===== config.mk =====
export PLATFORM = sky130hd
export DESIGN_NAME = mem_io_bridge
export DESIGN_NICKNAME = d
export VERILOG_FILES = /design/src/rtl/mem_io_bridge.sv
export SDC_FILE = /design/constraint.sdc
export NUM_CORES = 1
export LEC_CHECK = 0
export CAP_MARGIN = 20
export CORE_MARGIN = 2
export CORE_UTILIZATION = 44
export DETAILED_ROUTE_END_ITERATION = 8
export HOLD_SLACK_MARGIN = 0.06
export PLACE_DENSITY_LB_ADDON = 0.2
export SLEW_MARGIN = 25
export SYNTH_ARGS = -nofsm -noshare
export SYNTH_HDL_FRONTEND = slang
export SYNTH_SLANG_ARGS = --single-unit

===== constraint.sdc =====
create_clock -name clk -period 1.5 [get_ports clk]
set_input_delay 0.3 -clock clk [delete_from_list [all_inputs] [get_ports clk]]
set_output_delay 0.3 -clock clk [all_outputs]
set_load 0.01 [all_outputs]

===== src/rtl/mem_io_bridge.sv =====
// Address decoder and I/O block between the CPU memory port and the 8Kx16 block RAM.
// The top words of the address space map to an LED register, synchronised switches and a reload timer.
module mem_io_bridge #(
  parameter logic [12:0] IO_BASE = 13'h1FF0,
  parameter int unsigned SW_W    = 8
) (
  input  logic            clk,
  input  logic            rst,
  input  logic            wrEn,
  input  logic [12:0]     addr_toRAM,
  input  logic [15:0]     data_toRAM,
  output logic [15:0]     data_fromRAM,
  output logic [12:0]     ram_addr,
  output logic [15:0]     ram_wdata,
  output logic            ram_we,
  input  logic [15:0]     ram_rdata,
  input  logic [SW_W-1:0] sw_in,
  output logic [15:0]     led_out
);

  localparam logic [3:0] OFF_LED  = 4'd0;
  localparam logic [3:0] OFF_SW   = 4'd1;
  localparam logic [3:0] OFF_TCNT = 4'd2;
  localparam logic [3:0] OFF_TCTL = 4'd3;
  localparam logic [3:0] OFF_TRLD = 4'd4;

  logic            is_io;
  logic [12:0]     io_off;
  logic            in_window;
  logic [3:0]      reg_sel;
  logic            wr_io;
  logic            wr_led, wr_tcnt, wr_tctl, wr_trld;

  logic [15:0]     led_q, led_d;
  logic [15:0]     tcnt_q, tcnt_d;
  logic [15:0]     trld_q, trld_d;
  logic            en_q, en_d;
  logic            auto_q, auto_d;
  logic            ovf_q, ovf_d;
  logic [SW_W-1:0] sw_meta_q, sw_sync_q;
  logic            sel_io_q;
  logic [15:0]     io_rdata_q, io_rdata_d;
  logic [15:0]     sw_rd;
  logic            tmr_wrap;

  assign is_io     = (addr_toRAM >= IO_BASE);
  assign io_off    = addr_toRAM - IO_BASE;
  assign in_window = is_io && (io_off[12:4] == 9'd0);
  assign reg_sel   = io_off[3:0];

  assign ram_addr  = addr_toRAM;
  assign ram_wdata = data_toRAM;
  assign ram_we    = wrEn & ~is_io;

  assign wr_io   = wrEn & in_window;
  assign wr_led  = wr_io && (reg_sel == OFF_LED);
  assign wr_tcnt = wr_io && (reg_sel == OFF_TCNT);
  assign wr_tctl = wr_io && (reg_sel == OFF_TCTL);
  assign wr_trld = wr_io && (reg_sel == OFF_TRLD);

  assign led_d  = wr_led  ? data_toRAM : led_q;
  assign trld_d = wr_trld ? data_toRAM : trld_q;

  always_comb begin
    sw_rd = '0;
    sw_rd[SW_W-1:0] = sw_sync_q;
  end

  // CPU writes are applied after the timer update so they override it; the overflow set is applied last so it beats a clear.
  always_comb begin
    tcnt_d   = tcnt_q;
    en_d     = en_q;
    auto_d   = auto_q;
    ovf_d    = ovf_q;
    tmr_wrap = 1'b0;
    if (en_q) begin
      if (tcnt_q == 16'hFFFF) begin
        tmr_wrap = 1'b1;
        if (auto_q) begin
          tcnt_d = trld_q;
        end else begin
          tcnt_d = 16'h0000;
          en_d   = 1'b0;
        end
      end else begin
        tcnt_d = tcnt_q + 16'd1;
      end
    end
    if (wr_tcnt) begin
      tcnt_d = data_toRAM;
    end
    if (wr_tctl) begin
      en_d   = data_toRAM[0];
      auto_d = data_toRAM[1];
      if (data_toRAM[15]) begin
        ovf_d = 1'b0;
      end
    end
    if (tmr_wrap) begin
      ovf_d = 1'b1;
    end
  end

  always_comb begin
    io_rdata_d = 16'h0000;
    if (in_window) begin
      case (reg_sel)
        OFF_LED:  io_rdata_d = led_q;
        OFF_SW:   io_rdata_d = sw_rd;
        OFF_TCNT: io_rdata_d = tcnt_q;
        OFF_TCTL: io_rdata_d = {ovf_q, 13'b0, auto_q, en_q};
        OFF_TRLD: io_rdata_d = trld_q;
        default:  io_rdata_d = 16'h0000;
      endcase
    end
  end

  always_ff @(posedge clk or negedge rst) begin
    if (!rst) begin
      led_q      <= '0;
      tcnt_q     <= '0;
      trld_q     <= '0;
      en_q       <= 1'b0;
      auto_q     <= 1'b0;
      ovf_q      <= 1'b0;
      sw_meta_q  <= '0;
      sw_sync_q  <= '0;
      sel_io_q   <= 1'b0;
      io_rdata_q <= '0;
    end else begin
      led_q      <= led_d;
      tcnt_q     <= tcnt_d;
      trld_q     <= trld_d;
      en_q       <= en_d;
      auto_q     <= auto_d;
      ovf_q      <= ovf_d;
      sw_meta_q  <= sw_in;
      sw_sync_q  <= sw_meta_q;
      sel_io_q   <= is_io;
      io_rdata_q <= io_rdata_d;
    end
  end

  assign data_fromRAM = sel_io_q ? io_rdata_q : ram_rdata;
  assign led_out      = led_q;

endmodule


==> results of run 1 <==
flip-flops by register name (all words and copies together), names as in the netlist:
signal / cells
auto_q: 1
sel_io_q: 1
trld_q: 16
io_rdata_q: 16
sw_sync_q: 8
en_q: 1
sw_meta_q: 8
ovf_q: 1
tcnt_q: 16
led_out: 16
worst max-delay path: stages (launching register included):
cell and delay, ps:
dfrtp_2 450, clkbuf_16 180, mux2_4 300, buf_6 120
kinds of logic after synthesis:
group / count (synthesis)
AND/OR/NAND/NOR: 114
AO/OA/AOI/OAI: 73
adder cells (fa/ha/maj): 1
XOR/XNOR: 3
multiplexers: 53
flip-flops: 84
buffers and inverters: 56
layer usage:
layer | global-route usage | part of all wire | vias to the layer above | routed length (µm)
met5 | 0 | 0 | - | 0
met2 | 0.4307 | 0.51 | 201 | 6969
li1 | - | - | 1767 | -
met1 | 0.3245 | 0.40 | 1984 | 5389
met4 | 0.09846 | 0.020 | 0 | 269
met3 | 0.04172 | 0.071 | 25 | 963
timing repair:
action / 4_1_cts / 5_1_grt
cloned: 4 / 0
endpoints found under the setup margin: 129 / 73
buffers inserted: 13 / 14
endpoints found under the hold margin: 17 / 0
resized for setup: 205 / 51
hold buffers: 1 / 0
pin swaps: 31 / 29
Yosys cell counts (5+ instances only):
cell	count
inv_1	5
nand4_1	6
nor2_1	26
a22oi_1	6
mux2_1	10
o21ai_0	9
a221oi_1	6
a222oi_1	9
nand2_1	23
and3_1	9
nor3_1	9
clkbuf_1	11
dfrtp_1	84
a21oi_1	12
nor2b_1	7
mux2_2	42
buf_2	7
nand3_1	13
buf_4	31
path summary, 6_finish.rpt:
kind / to / slack (ps) / cells past startpoint
hold reg to reg: sw_sync_q[6] / 350 / 0
hold / removal: sw_meta_q[4] / 350 / 2
setup / recovery: data_fromRAM[14] / -220 / 3
setup reg to reg: tcnt_q[7] / -200 / 7
max in group asynchronous: tcnt_q[7] / 660 / 3
min in group clk: sw_sync_q[6] / 350 / 0
final cells by class:
| cell class | instances | area [µm²] |
|---|---|---|
| Clock buffer | 10 | 137.6 |
| Clock inverter | 5 | 85.08 |
| Fill cell | 636 | 2359 |
| Inverter | 5 | 18.77 |
| Multi-Input combinational cell | 244 | 2202 |
| Sequential cell | 84 | 2107 |
| Tap cell | 129 | 161.4 |
| Timing Repair Buffer | 228 | 2213 |
power by group:
group | switching, mW | internal, mW | leakage (nW)
Clock | 0.841 | 0.983 | 0.109
Sequential | 0.168 | 2.43 | 1.08
Combinational | 0.875 | 0.990 | 2.01
==> results.md, run 1 <==
- Status: finished, violations left
- Failing checks: setup timing
- Placed Instances: 660
- Initial antenna violation count: 0
- Synth top area share: 0.4947
- Critical Path AT: 1420 ps
- Final #Nets: 629
- Die Area: 10,460 µm²
- F_max: 0.5813 GHz
- Dpl hpwl: 8.242 mm
- Ranking of synthesized cells by area: dfrtp_1 (49%), mux2_2 (11%), buf_4 (5.5%)
- DRC Markers: 0
- Synth async-reset ratio: 1.000
- Post-place setup slack: -678.0 ps
- Final Instance Area: 6925 µm²
- Final setup margin: -220.3 ps
- Unrepaired setup endpoints after global routing: yes
- # IOs: 118
- Most common cell after layout, fill and taps aside: buf_4
- H-tree depth: 3
- Simple-Gate Fraction of Synth Area: 0.1505
- Peak VDD IR: 586.6 µV
- Pin count of the biggest net entering global routing: 37
- Multiplexer share of the synthesized area: 0.1402
- Via count: 3,977
- Post-Syn Nets: 441
- Post-synthesis xor/xnor area fraction: 0.006184
- Clock-pin slew on the worst setup and hold paths: 90 ps
- Drt via density: 5.641
- Distinct cells, synth: 53
- Longest Clk Path Bufs: 2
- Root Driver: clkbuf_8
- Critical path type: reg -> out
- Fin util: 0.7460
- Slew HR: 0.6458
- Type of origin of the critical path: flip-flop
- Leakage: 3.196 nW
- Finished Layout Cells: 705
- Synthesized instance count: 384
- Crit. Startpoint: sel_io_q
- DIE WIDTH: 102.3 µm
- Worst-path fanout max: 8
- ANT nets after route: 0
- Avg WL per Cell: 19.28 µm
- GP Congestion: 0.9090
- Clk sinks: 84
- Dpl cell area: 6055 µm²
- Share of layout cells above drive strength 1: 0.4392
- All-Layer GR Usage: 0.2531
- Final Cycle Share: 1.147
- Total gr overflow: 0
- Worst hold path class: in -> async
- Clock Latency Late Sink: 370 ps
- Final WL: 13.59 mm
- Crit. End Element: primary output
- Post-Synth Adder-Cell Area: 0.002945
- Synth Area in Compound Gates: 0.1231
- Slew Viols, Final: 0
- Std-Cell Rows: 35
- Main combinational cell family by area after synthesis: simple AND/OR/NAND/NOR gates
- Setup TNS: -5103 ps
- Diodes inserted: 0
- Total CTS buffers: 9
- Initial Util: 0.4577
- Final Power: 6.289 mW
- Synthesized cell area: 4249 µm²
- Flops & latches, synth: 84
- Max Cap Viol: 0
- Measured slew at the worst slew-check pin: 531.3 ps
- Final hold slack: 352.6 ps
- R2r startpoint: tcnt_q[3]
- First-pass GRT wire length: 20.08 mm
- Synth Area per Inst: 11.07 µm²
- Final Setup Violations: 36
- Ys flop type: dfrtp_1
- Min Tclk post-route: 1720 ps
- Critical Path RT: 1200 ps
- EDFF count, synth: 0
- Final hold violations: 0
- Die H: 102.3 µm
- Skew final: 13.93 ps
- First-pass DRT Iterations: 8
- Register area share after synthesis: 0.4947
- CTS tree: built
- Vias in the first global route: 4,070
- Most frequent cells in the layout: buf_4 (83), dfrtp_1 (80), clkdlybuf4s50_1 (51)
- Detailed Route Iter0 Violations: 322
- Area Overhead vs Synth: 62.99%
- Core ar.: 9284 µm²
- Leading area contributor after synthesis: dfrtp_1
- Power density cells: 908.1 nW/µm²
- Count of input and output buffers: 117
- Synth warn: 0
(Power assumes the default switching activity.)
==> run 2: changes to the inputs <==
Settings changed: CORE_UTILIZATION 44 to 48.
Clock period 1.5 ns to 1.6 ns, I/O delays scaled along.
==> run 2 against run 1 <==
Effect of this change:
- clock power is 4% higher
- global-route usage is 1.6 points higher
- first-iteration DRC count is 59% higher
- sequential power is 7.7% lower
- highest routed layer unchanged
- power is 3.6% lower
- critical path depth is 4 higher
- sequential cell count stayed put
- the flow still finishes with violations (setup timing)
- cell area is 2.8% lower
==> results.md, run 2 (synthesis results as in run 1) <==
- Dpl hpwl: 7.787 mm
- Reg area: 2103 µm²
- Final Setup Violations: 35
- Status: finished, violations left
- Clk sinks: 84
- Initial antenna violation count: 0
- Slew HR: 0.6483
- Hold Path End: sw_sync_q[5]
- Final hold violations: 0
- Final WL: 13.72 mm
- Unrepaired setup endpoints after global routing: yes
- Core ar.: 8636 µm²
- Final Power: 6.060 mW
- Drt via density: 5.994
- Via count: 4,034
- Final Instance Area: 6733 µm²
- H-tree depth: 3
- Pin count of the biggest net entering global routing: 85
- Std-Cell Rows: 34
- Root Driver: clkbuf_8
- Min Tclk post-route: 1840 ps
- Area Overhead vs Synth: 58.45%
- Share of layout cells above drive strength 1: 0.3912
- R2r startpoint: tcnt_q[11]
- Measured slew at the worst slew-check pin: 526.5 ps
- Clock-pin slew on the worst setup and hold paths: 90 ps
- Min-delay src: sw_meta_q[5]
- Detailed Route Iter0 Violations: 511
- Die H: 98.09 µm
- Most frequent cells in the layout: dfrtp_1 (83), buf_4 (78), clkdlybuf4s50_1 (52)
- Total gr overflow: 0
- R2r endpoint: tcnt_q[15]
- Final hold slack: 352.1 ps
- Critical path type: reg -> reg
- Die Area: 9621 µm²
- Post-place setup slack: -550.0 ps
- CTS tree: built
- Worst hold path class: reg -> reg
- R2R setup slack: -240 ps
- Hold Crit Depth: 0
- DRC Markers: 0
- Initial Util: 0.4920
- Worst-path fanout max: 8
- Placed Instances: 635
- Max Cap Viol: 0
- # IOs: 118
- Diodes inserted: 0
- Reg2Reg Depth: 7
- F_max: 0.5436 GHz
- Vias in the first global route: 3,980
- Clock Latency Late Sink: 360 ps
- Longest Clk Path Bufs: 2
- Most common cell after layout, fill and taps aside: dfrtp_1
- Type of origin of the critical path: flip-flop
- Fin util: 0.7796
- Count of input and output buffers: 117
- First-pass DRT Iterations: 5
- Final #Nets: 617
- Dpl cell area: 5957 µm²
- Total CTS buffers: 9
- Final Cycle Share: 1.150
- ANT nets after route: 0
- Skew final: 9.743 ps
- Critical Path RT: 1890 ps
- Fillers: 527
- Final setup margin: -239.7 ps
- Finished Layout Cells: 673
- Peak VDD IR: 598.8 µV
- Crit. End Element: flip-flop
- Critical Path AT: 2130 ps
- Avg WL per Cell: 20.39 µm
- All-Layer GR Usage: 0.2691
- Slew Viols, Final: 0
- Setup TNS: -5009 ps
- DIE WIDTH: 98.09 µm
- GP Congestion: 0.8705
- Area of the multi-input gates: 2173 µm²
- Leakage: 3.130 nW
- Failing checks: setup timing
- Power density cells: 900.1 nW/µm²
- First-pass GRT wire length: 20.45 mm
-- run 2: cell count changes in the layout (fill, tap and decap cells not counted), moves of 3 or more --
cell           before  now
a21oi_2             7    3
buf_4              83   78
dfrtp_1            80   83
buf_6              34   28
dlygate4sd2_1      37   45
a21oi_1             5    8
buf_12             10    6
clkbuf_2            4    1
dfrtp_2             4    1
nand3_2             6    3
-- run 2: area by class of cell --
class,count,area share
Timing Repair Buffer,216,0.3050
Inverter,5,0.002788
Clock inverter,6,0.01654
Multi-Input combinational cell,244,0.3228
Sequential cell,84,0.3124
Clock buffer,10,0.02044
Tap cell,108,0.02007
-- run 2: timing repair --
action                                 in CTS  in global routing
setup endpoints to repair                 120                 37
setup buffers                              13                  6
hold buffers                                1                  0
endpoints found under the hold margin      84                  0
resized for setup                         192                 24
cloned                                      4                  0
pin swaps                                  36                 18
-- run 2: per-layer routing --
| layer | track usage | up-vias | wire length [µm] |
|---|---|---|---|
| li1 | - | 1743 | - |
| met1 | 0.3388 | 2007 | 5311 |
| met2 | 0.4594 | 235 | 6949 |
| met3 | 0.03722 | 49 | 981 |
| met4 | 0.1271 | 0 | 481 |
| met5 | 0 | - | 0 |
-- run 2: worst max-delay path by stage --
| stage | from | end | slack [ps] | cells after the start |
|---|---|---|---|---|
| detailed placement | addr_toRAM[11] | led_out[3] | -550 | 7 |
| global route | tcnt_q[11] | tcnt_q[7] | -260 | 7 |
| finish | tcnt_q[11] | tcnt_q[15] | -240 | 7 |
| floorplan | addr_toRAM[3] | led_out[10] | -80 | 6 |
| global placement | addr_toRAM[8] | led_out[15] | -480 | 7 |
| CTS | sel_io_q | data_fromRAM[8] | -140 | 3 |
-- run 2: critical path, stage by stage (launching register included) --
cell     delay (ps)
dfrtp_1         390
nand4_1         230
buf_4           230
nor4_4          340
buf_6           210
a22o_1          140
nand2_1          80
a21oi_2         150
-- run 2: report_power, final --
group / switching [mW] / total [mW] / internal [mW]
sequential: 0.128 / 2.40 / 2.27
clock: 0.811 / 1.89 / 1.08
combinational: 0.866 / 1.77 / 0.901
